--- config.mk ---
export PLATFORM = sky130hd
export DESIGN_NAME = demo_slave_responder
export DESIGN_NICKNAME = d
export VERILOG_FILES = /design/src/rtl/demo_slave_responder.sv
export SDC_FILE = /design/constraint.sdc
export NUM_CORES = 1
export LEC_CHECK = 0
export ABC_AREA = 1
export CORE_MARGIN = 2
export CORE_UTILIZATION = 61
export DETAILED_ROUTE_END_ITERATION = 12
export GPL_ROUTABILITY_DRIVEN = 0
export HOLD_SLACK_MARGIN = 0.08
export PLACE_DENSITY_LB_ADDON = 0.08
export SLEW_MARGIN = 20
export SYNTH_ARGS = -nofsm -noshare
export SYNTH_HDL_FRONTEND = slang
export SYNTH_SLANG_ARGS = --single-unit
--- constraint.sdc ---
create_clock -name clk -period 3.2 [get_ports clk]
set_input_delay 0.64 -clock clk [delete_from_list [all_inputs] [get_ports clk]]
set_output_delay 0.64 -clock clk [all_outputs]
set_load 0.02 [all_outputs]
--- src/rtl/demo_slave_responder.sv ---
// -----------------------------------------------------------------------------
// demo_slave_responder
//   Simple bus slave that answers one request at a time. A request is captured
//   in IDLE, optionally delayed by WAIT_CYCLES wait states, then serviced
//   against a small local register array and answered with a one-cycle
//   response strobe.
//
// Ports
//   clk          rising-edge clock
//   rstn         synchronous active-low reset
//   req_valid    single-cycle request strobe (only honoured while s_ready=1)
//   req_addr     request address
//   req_wdata    write data
//   req_rw_mode  0 = read, 1 = write
//   s_ready      high while the responder can accept a request (IDLE only)
//   rsp_valid    single-cycle completion strobe
//   rsp_rdata    read data / write echo / all-ones on miss (held until next access)
//   rsp_err      address-miss flag (held until next access)
//   led          last data byte successfully written
//   txn_count    completed-transaction counter, wraps 255 -> 0
// -----------------------------------------------------------------------------
module demo_slave_responder #(
  parameter int                    ADDR_WIDTH     = 16,
  parameter int                    DATA_WIDTH     = 8,
  parameter int                    MEM_ADDR_WIDTH = 5,
  parameter logic [ADDR_WIDTH-1:0] BASE_ADDR      = 16'h4000,
  parameter int                    WAIT_CYCLES    = 2
) (
  input  logic                  clk,
  input  logic                  rstn,
  input  logic                  req_valid,
  input  logic [ADDR_WIDTH-1:0] req_addr,
  input  logic [DATA_WIDTH-1:0] req_wdata,
  input  logic                  req_rw_mode,
  output logic                  s_ready,
  output logic                  rsp_valid,
  output logic [DATA_WIDTH-1:0] rsp_rdata,
  output logic                  rsp_err,
  output logic [DATA_WIDTH-1:0] led,
  output logic [7:0]            txn_count
);

  localparam int MEM_DEPTH = 2 ** MEM_ADDR_WIDTH;
  localparam int TAG_WIDTH = ADDR_WIDTH - MEM_ADDR_WIDTH;
  localparam logic [TAG_WIDTH-1:0] BASE_TAG = BASE_ADDR[ADDR_WIDTH-1:MEM_ADDR_WIDTH];
  // Last value of the wait counter before leaving WAIT; unused when WAIT_CYCLES=0.
  localparam logic [3:0] WAIT_LAST = 4'(WAIT_CYCLES - 1);

  typedef enum logic [1:0] {
    S_IDLE,
    S_WAIT,
    S_ACCESS,
    S_RESPOND
  } state_t;

  state_t                      state;
  logic [3:0]                  wait_cnt;
  logic [ADDR_WIDTH-1:0]       addr_q;
  logic [DATA_WIDTH-1:0]       wdata_q;
  logic                        rw_q;
  logic [DATA_WIDTH-1:0]       mem [MEM_DEPTH];

  logic                        hit;
  logic [MEM_ADDR_WIDTH-1:0]   idx;

  assign hit = (addr_q[ADDR_WIDTH-1:MEM_ADDR_WIDTH] == BASE_TAG);
  assign idx = addr_q[MEM_ADDR_WIDTH-1:0];

  // NOTE: all state here is sequential, so every assignment uses <= ; mixing in
  // blocking assignments would make results depend on statement order.
  always_ff @(posedge clk) begin
    if (!rstn) begin
      state     <= S_IDLE;
      s_ready   <= 1'b1;
      rsp_valid <= 1'b0;
      rsp_err   <= 1'b0;
      rsp_rdata <= '0;
      led       <= '0;
      txn_count <= '0;
      wait_cnt  <= '0;
      addr_q    <= '0;
      wdata_q   <= '0;
      rw_q      <= 1'b0;
      // NOTE: the register array must read back as zero after reset, so it is
      // cleared here; this keeps it in flops rather than a RAM macro.
      for (int i = 0; i < MEM_DEPTH; i++) mem[i] <= '0;
    end else begin
      case (state)
        S_IDLE: begin
          if (req_valid) begin
            addr_q   <= req_addr;
            wdata_q  <= req_wdata;
            rw_q     <= req_rw_mode;
            wait_cnt <= '0;
            s_ready  <= 1'b0;
            state    <= (WAIT_CYCLES == 0) ? S_ACCESS : S_WAIT;
          end
        end

        S_WAIT: begin
          if (wait_cnt == WAIT_LAST) state <= S_ACCESS;
          else                       wait_cnt <= wait_cnt + 4'd1;
        end

        S_ACCESS: begin
          rsp_err <= !hit;
          if (!hit) begin
            rsp_rdata <= '1;
          end else if (rw_q) begin
            mem[idx]  <= wdata_q;
            led       <= wdata_q;
            rsp_rdata <= wdata_q;
          end else begin
            rsp_rdata <= mem[idx];
          end
          // Registered outputs: raise the strobe and bump the counter on entry
          // to RESPOND so both are visible during the response cycle.
          rsp_valid <= 1'b1;
          txn_count <= txn_count + 8'd1;
          state     <= S_RESPOND;
        end

        S_RESPOND: begin
          rsp_valid <= 1'b0;
          s_ready   <= 1'b1;
          state     <= S_IDLE;
        end

        default: state <= S_IDLE;
      endcase
    end
  end

endmodule

==> results of run 1 <==
==> where the power goes <==
part           internal [mW]  leakage [nW]  switching [mW]
Combinational          0.799          2.38            2.20
Clock                   2.42         0.560            1.56
Sequential              4.76          3.16           0.179
==> through the flow <==
| step | cells | hold slack, ps |
|---|---|---|
| after detailed placement | 1826 | 441.4 |
| final | 1887 | 452.0 |
| after CTS | 1887 | 448.6 |
| after global placement | 1826 | 436.9 |
| after global routing | 1887 | 474.5 |
| after floorplan | 1519 | 429.0 |
==> sequential cells by signal (all words and copies together), names as in the netlist, named ones only <==
register and cells:
rsp_err 1, rsp_valid 1, rsp_rdata 8, wdata_q 8, mem 256, wait_cnt 4, s_ready 1, state 2
addr_q 16, txn_count 8, rw_q 1, led 8
==> layout by cell type (no fill, tap or decap), drive strengths merged, types with 2 or more instances in the layout <==
master	netlist	layout
inv	59	58
nand3	228	228
o21ai	47	47
nor3	8	8
clkdlybuf4s50	0	53
edfxtp	256	256
nor2	300	300
dfxtp	63	63
nor3b	3	3
bufinv	0	4
clkbuf	66	43
buf	25	29
a21oi	44	44
ha	8	8
a211oi	3	3
nand4	4	4
o211ai	2	2
clkinv	1	16
nand2	397	397
==> metal layers <==
metal | global-route usage, % | up-vias
li1 | - | 5133
met2 | 47.64 | 557
met5 | 0 | -
met4 | 10.94 | 0
met1 | 40.20 | 5000
met3 | 5.831 | 93
==> how the worst max path moves through the flow <==
stage,to,cells after the start
2_1_floorplan,mem[21][0],10
3_3_place_gp,mem[13][7],8
3_5_place_dp,mem[4][6],8
4_1_cts,mem[4][6],8
5_1_grt,mem[4][3],8
6_report,mem[4][2],8
==> worst max-delay path: cells and delay by family (launching register included) <==
family	cells	cell delay (ps)
flip-flops	1	330
buffers and inverters	1	130
adder cells (fa/ha/maj)	1	200
AND/OR/NAND/NOR	6	1690
==> cell families after synthesis <==
kind of cell    count (synthesis)  share of synthesized area [%]
flops                         319                          61.82
fa+ha+maj                       8                         0.6915
simple gates                  941                          29.59
compound gates                 97                          3.475
buf+inv                       154                          4.426
==> cell type report <==
| class | instances | area (µm²) | share of cell area [%] |
|---|---|---|---|
| Clock buffer | 43 | 948.4 | 5.786 |
| Clock inverter | 18 | 182.7 | 1.114 |
| Inverter | 60 | 226.5 | 1.382 |
| Multi-Input combinational cell | 1046 | 4886 | 29.81 |
| Sequential cell | 319 | 8954 | 54.62 |
| Tap cell | 319 | 399.1 | 2.435 |
| Timing Repair Buffer | 82 | 795.8 | 4.855 |
==> metrics, run 1 <==
CTS Buffer Depth 3; gr usage total 29.59%; Arrival @ worst endpoint 2870 ps; initial antenna violation count 0; worst hold start led[2]; fin crit share 84.44%; Synth Cell Area 0.01448 mm²; Reg clk slew, reported paths 60 ps; ys async rst share 0%; TritonRoute pass-1 iters 6; Top Metal Used met4; Final Max Tran Viols 0; post-route setup TNS 0 ps; Die H 158.0 µm; ant diodes 0; critical path type reg2reg; Die ar. 0.02498 mm²; Synthesized Nets 1555; critical path cell sequence inv_1, ha_1, nand4_2, nor2_4, nand4_4, nor2_8, nand3_2, nand2_1; CTS Hold Bufs 0; via density per instance 5.714; Post-CTS Resized 0; startpoint type of the worst setup path flop; CP Max Fanout 16; Design Area, Final 0.01639 mm²; pwr/cell area 726.9 mW/mm²; first-pass GRT wire length 55070 µm; most frequent cell after synthesis nand2_1; status finished, final reports clean; Design Power 11.92 mW; Post-CTS Setup Bufs 0; EDFF count, synth 256; root buffer cell clkbuf_16; Fill cells 1810; post-synth cell types 31; hpwl dp 22610 µm; Worst Skew 19.02 ps; Critical R2R Capture mem[4][2]; Worst VDD drop 0.4603 mV; Slew headroom 39.17%; die width 158.0 µm; crit path from state[0]; gr ovfl total 0; Setup WS pre-CTS 541.0 ps; met1 wire length 14320 µm; Placement Cell Area 0.01526 mm²; max-cap violations 0; Rows 56; Worst-Skew Late Latency 520 ps; antenna viol nets, final 0; Synth top area share 53.11%; Leak 6.098 nW; largest net degree at the start of global routing 129; # IOs 55; Starting Density 61.85%; H-tree level count 2; core region area 0.02340 mm²; setup ws final 498.0 ps; worst path required time 3370 ps; sequential area share after synthesis 61.82%; synthesis-to-finish area growth 13.24%; nets 1579; Mean Syn Cell Area 9.529 µm²; worst min-delay path class reg2reg; worst r2r src state[0]; Worst Tran Pin Value 911.1 ps; Hold Path Sink led[2]; via count 10780; most frequent cells after synthesis nand2_1, nor2_1, edfxtp_1, nand3_1, clkbuf_1; ranking of synthesized cells by area edfxtp_1, nand2_1, dfxtp_1; RSZ-0062 raised after global routing false; critical path's largest stage delay 530 ps; CP Capture Type flop; Routed WL 36220 µm; Slowest cell on crit path nor2_8; cells after synthesis 1519; met3 wire length 3723 µm; min Tclk post-route 2702 ps; fraction of layout cells with a size suffix above 1 8.992%; final setup vio count 0; Final Hold Fails 0; DR iter-0 viols 902; met2 routed WL 17020 µm; largest area contributor in the netlist edfxtp_1; Max Freq 370.1 MHz; Worst Hold Depth 2; number of CTS-inserted buffers 34; routed len/inst 19.19 µm; Ys Warns 0; drt drc 0; R2R cell count 8; Synth Register Bits 319; CTS Sinks 319; worst reg2reg setup slack 500 ps; vias in the first global route 10150; Core Util, Final 70.04%; CTS tree built; Main synth FF type edfxtp_1; IO buf count 54
Note: power is estimated with default switching activity, not from simulation.
==> run 2, diff against run 1 <==
--- a/config.mk
+++ b/config.mk
@@ -7,7 +7,7 @@
 export LEC_CHECK = 0
 export ABC_AREA = 1
 export CORE_MARGIN = 2
-export CORE_UTILIZATION = 61
+export CORE_UTILIZATION = 55
 export DETAILED_ROUTE_END_ITERATION = 12
 export GPL_ROUTABILITY_DRIVEN = 0
 export HOLD_SLACK_MARGIN = 0.08
==> constraint.sdc (replaced) <==
create_clock -name clk -period 2.4 [get_ports clk]
set_input_delay 0.48 -clock clk [delete_from_list [all_inputs] [get_ports clk]]
set_output_delay 0.48 -clock clk [all_outputs]
set_load 0.02 [all_outputs]
==> metrics, run 2 (synthesis gave the netlist of run 1 again) <==
status finished, final reports clean (unchanged); Worst Hold Depth 2 (unchanged); fraction of layout cells with a size suffix above 1 10.88% (was 8.992%); fin crit share 94.19% (was 84.44%); Post-CTS Setup Bufs 0 (unchanged); H-tree level count 2 (unchanged); worst path required time 2570 ps (was 3370 ps); setup ws final 139.4 ps (was 498.0 ps); final setup vio count 0 (unchanged); die width 166.2 µm (was 158.0 µm); Starting Density 55.71% (was 61.85%); most frequent cells in the layout nand2_1, nor2_1, edfxtp_1 (unchanged); ant diodes 0 (unchanged); CTS Sinks 319 (unchanged); crit path buf inv count 2 (was 1); Reg clk slew, reported paths 60 ps (about the same); gr ovfl total 0 (unchanged); Max Freq 442.4 MHz (was 370.1 MHz); first-pass GRT wire length 58390 µm (was 55070 µm); min Tclk post-route 2261 ps (was 2702 ps); worst min-delay path class reg2reg (unchanged); routed len/inst 19.67 µm (was 19.19 µm); Final Hold Fails 0 (unchanged); pwr/cell area 960.4 mW/mm² (was 726.9 mW/mm²); IO buf count 54 (unchanged); post-route setup TNS 0 ps (unchanged); synthesis-to-finish area growth 15.51% (was 13.24%); CP Capture Type flop (unchanged); max-cap violations 0 (unchanged); CP Max Fanout 16 (unchanged); # IOs 55 (unchanged); Largest Register mem (unchanged); Arrival @ worst endpoint 2430 ps (was 2870 ps); Die ar. 0.02763 mm² (was 0.02498 mm²); initial antenna violation count 0 (unchanged); CTS tree built (unchanged); Worst-Skew Late Latency 510 ps (was 520 ps); Leak 6.217 nW (was 6.098 nW); Worst Tran Pin Value 723.6 ps (was 911.1 ps); CTS Buffer Depth 3 (unchanged); root buffer cell clkbuf_16 (unchanged); drt drc 0 (unchanged); Routed WL 37860 µm (was 36220 µm); Worst Skew 17.59 ps (was 19.02 ps); Slew headroom 51.71% (was 39.17%); critical path's largest stage delay 330 ps (was 530 ps); critical path type reg2reg (unchanged); hpwl dp 23730 µm (was 22610 µm); core region area 0.02598 mm² (was 0.02340 mm²); top cell family by delay on the critical path simple AND/OR/NAND/NOR gates (unchanged); antenna viol nets, final 0 (unchanged); vias in the first global route 10360 (was 10150); Slowest cell on crit path dfxtp_1 (was nor2_8); R2R cell count 9 (was 8); TritonRoute pass-1 iters 8 (was 6); largest net degree at the start of global routing 113 (was 129); most common cell after layout, fill and taps aside nand2_1 (unchanged); Levels on crit path 9 (was 8); RSZ-0062 raised after global routing false (unchanged); DR iter-0 viols 1185 (was 902); via density per instance 5.620 (was 5.714); number of flip-flops under the largest register name 256 (unchanged); gr usage total 27.49% (was 29.59%); Final Max Tran Viols 0 (unchanged); Die H 166.2 µm (was 158.0 µm); critical path cell sequence inv_1, ha_1, nand4_2, nor2_4, nand4_4, nor2_8, buf_12, nand3_2, nand2_1 (was inv_1, ha_1, nand4_2, nor2_4, nand4_4, nor2_8, nand3_2, nand2_1); number of CTS-inserted buffers 35 (was 34); Setup WS pre-CTS 66.57 ps (was 541.0 ps); via count 10820 (was 10780); startpoint type of the worst setup path flop (unchanged); Rows 59 (was 56); nets 1601 (was 1579); Worst VDD drop 0.7389 mV (was 0.4603 mV); top flop regs mem x256, addr_q x16 (unchanged)
-- run 2: changes by cell type in the layout (fill, tap and decap cells not counted), sizes merged --
cell	delta
buf	+21
clkbuf	+10
bufinv	-1
clkinv	-8
-- run 2: worst min-delay path, stage by stage (launching register included) --
cell	delay [ps]
dfxtp_1	310
inv_1	50
a21oi_1	50
-- run 2: cell type report --
class / instances / area [µm²]
fillers: 2160 / 9265
flip-flops and latches: 319 / 8954
multi-input cells: 1046 / 4931
repair buffers: 103 / 1079
clock buffers: 53 / 996.0
well taps: 335 / 419.2
inverters: 60 / 226.5
clock inverters: 9 / 115.1
-- run 2: worst paths after layout --
kind,endpoint,from,slack [ps]
min,led[0],led[0],450
max reg2reg,mem[26][0],state[0],140
min reg2reg,led[0],led[0],450
max,mem[26][0],state[0],140
-- run 2: metal layers --
metal	vias up	wire length [µm]	part of all wire, %	global-route usage [%]
met5	-	0	0	0
met1	5000	15340	41	38.02
met2	552	17450	46	44.09
li1	5177	-	-	-
met3	89	3884	10	5.410
met4	0	1190	3.1	9.033
-- run 2: timing repair --
item                                    CTS  global route
gates resized for setup                   0            18
endpoints found under the setup margin    0           134
hold buffers                              0             0
hold endpoints to repair                  0             0
-- run 2: stage by stage --
stage               hold slack (ps)  total power, mW  area (µm²)  util (%)  cells
floorplan                     429.0            9.158       14480         -   1519
global placement              439.9            10.81       15560     59.89   1863
detailed placement            446.2            10.85       15560     59.89   1863
CTS                           455.1            16.05       16670     64.17   1925
global route                  466.8            16.72       16720     64.34   1925
finish                        452.0            16.06       16720     64.34   1925
-- run 2: report_power, final --
group	internal (mW)	switching, mW
Combinational	1.17	3.06
Sequential	6.34	0.240
Clock	3.18	2.06
Total	10.7	5.36
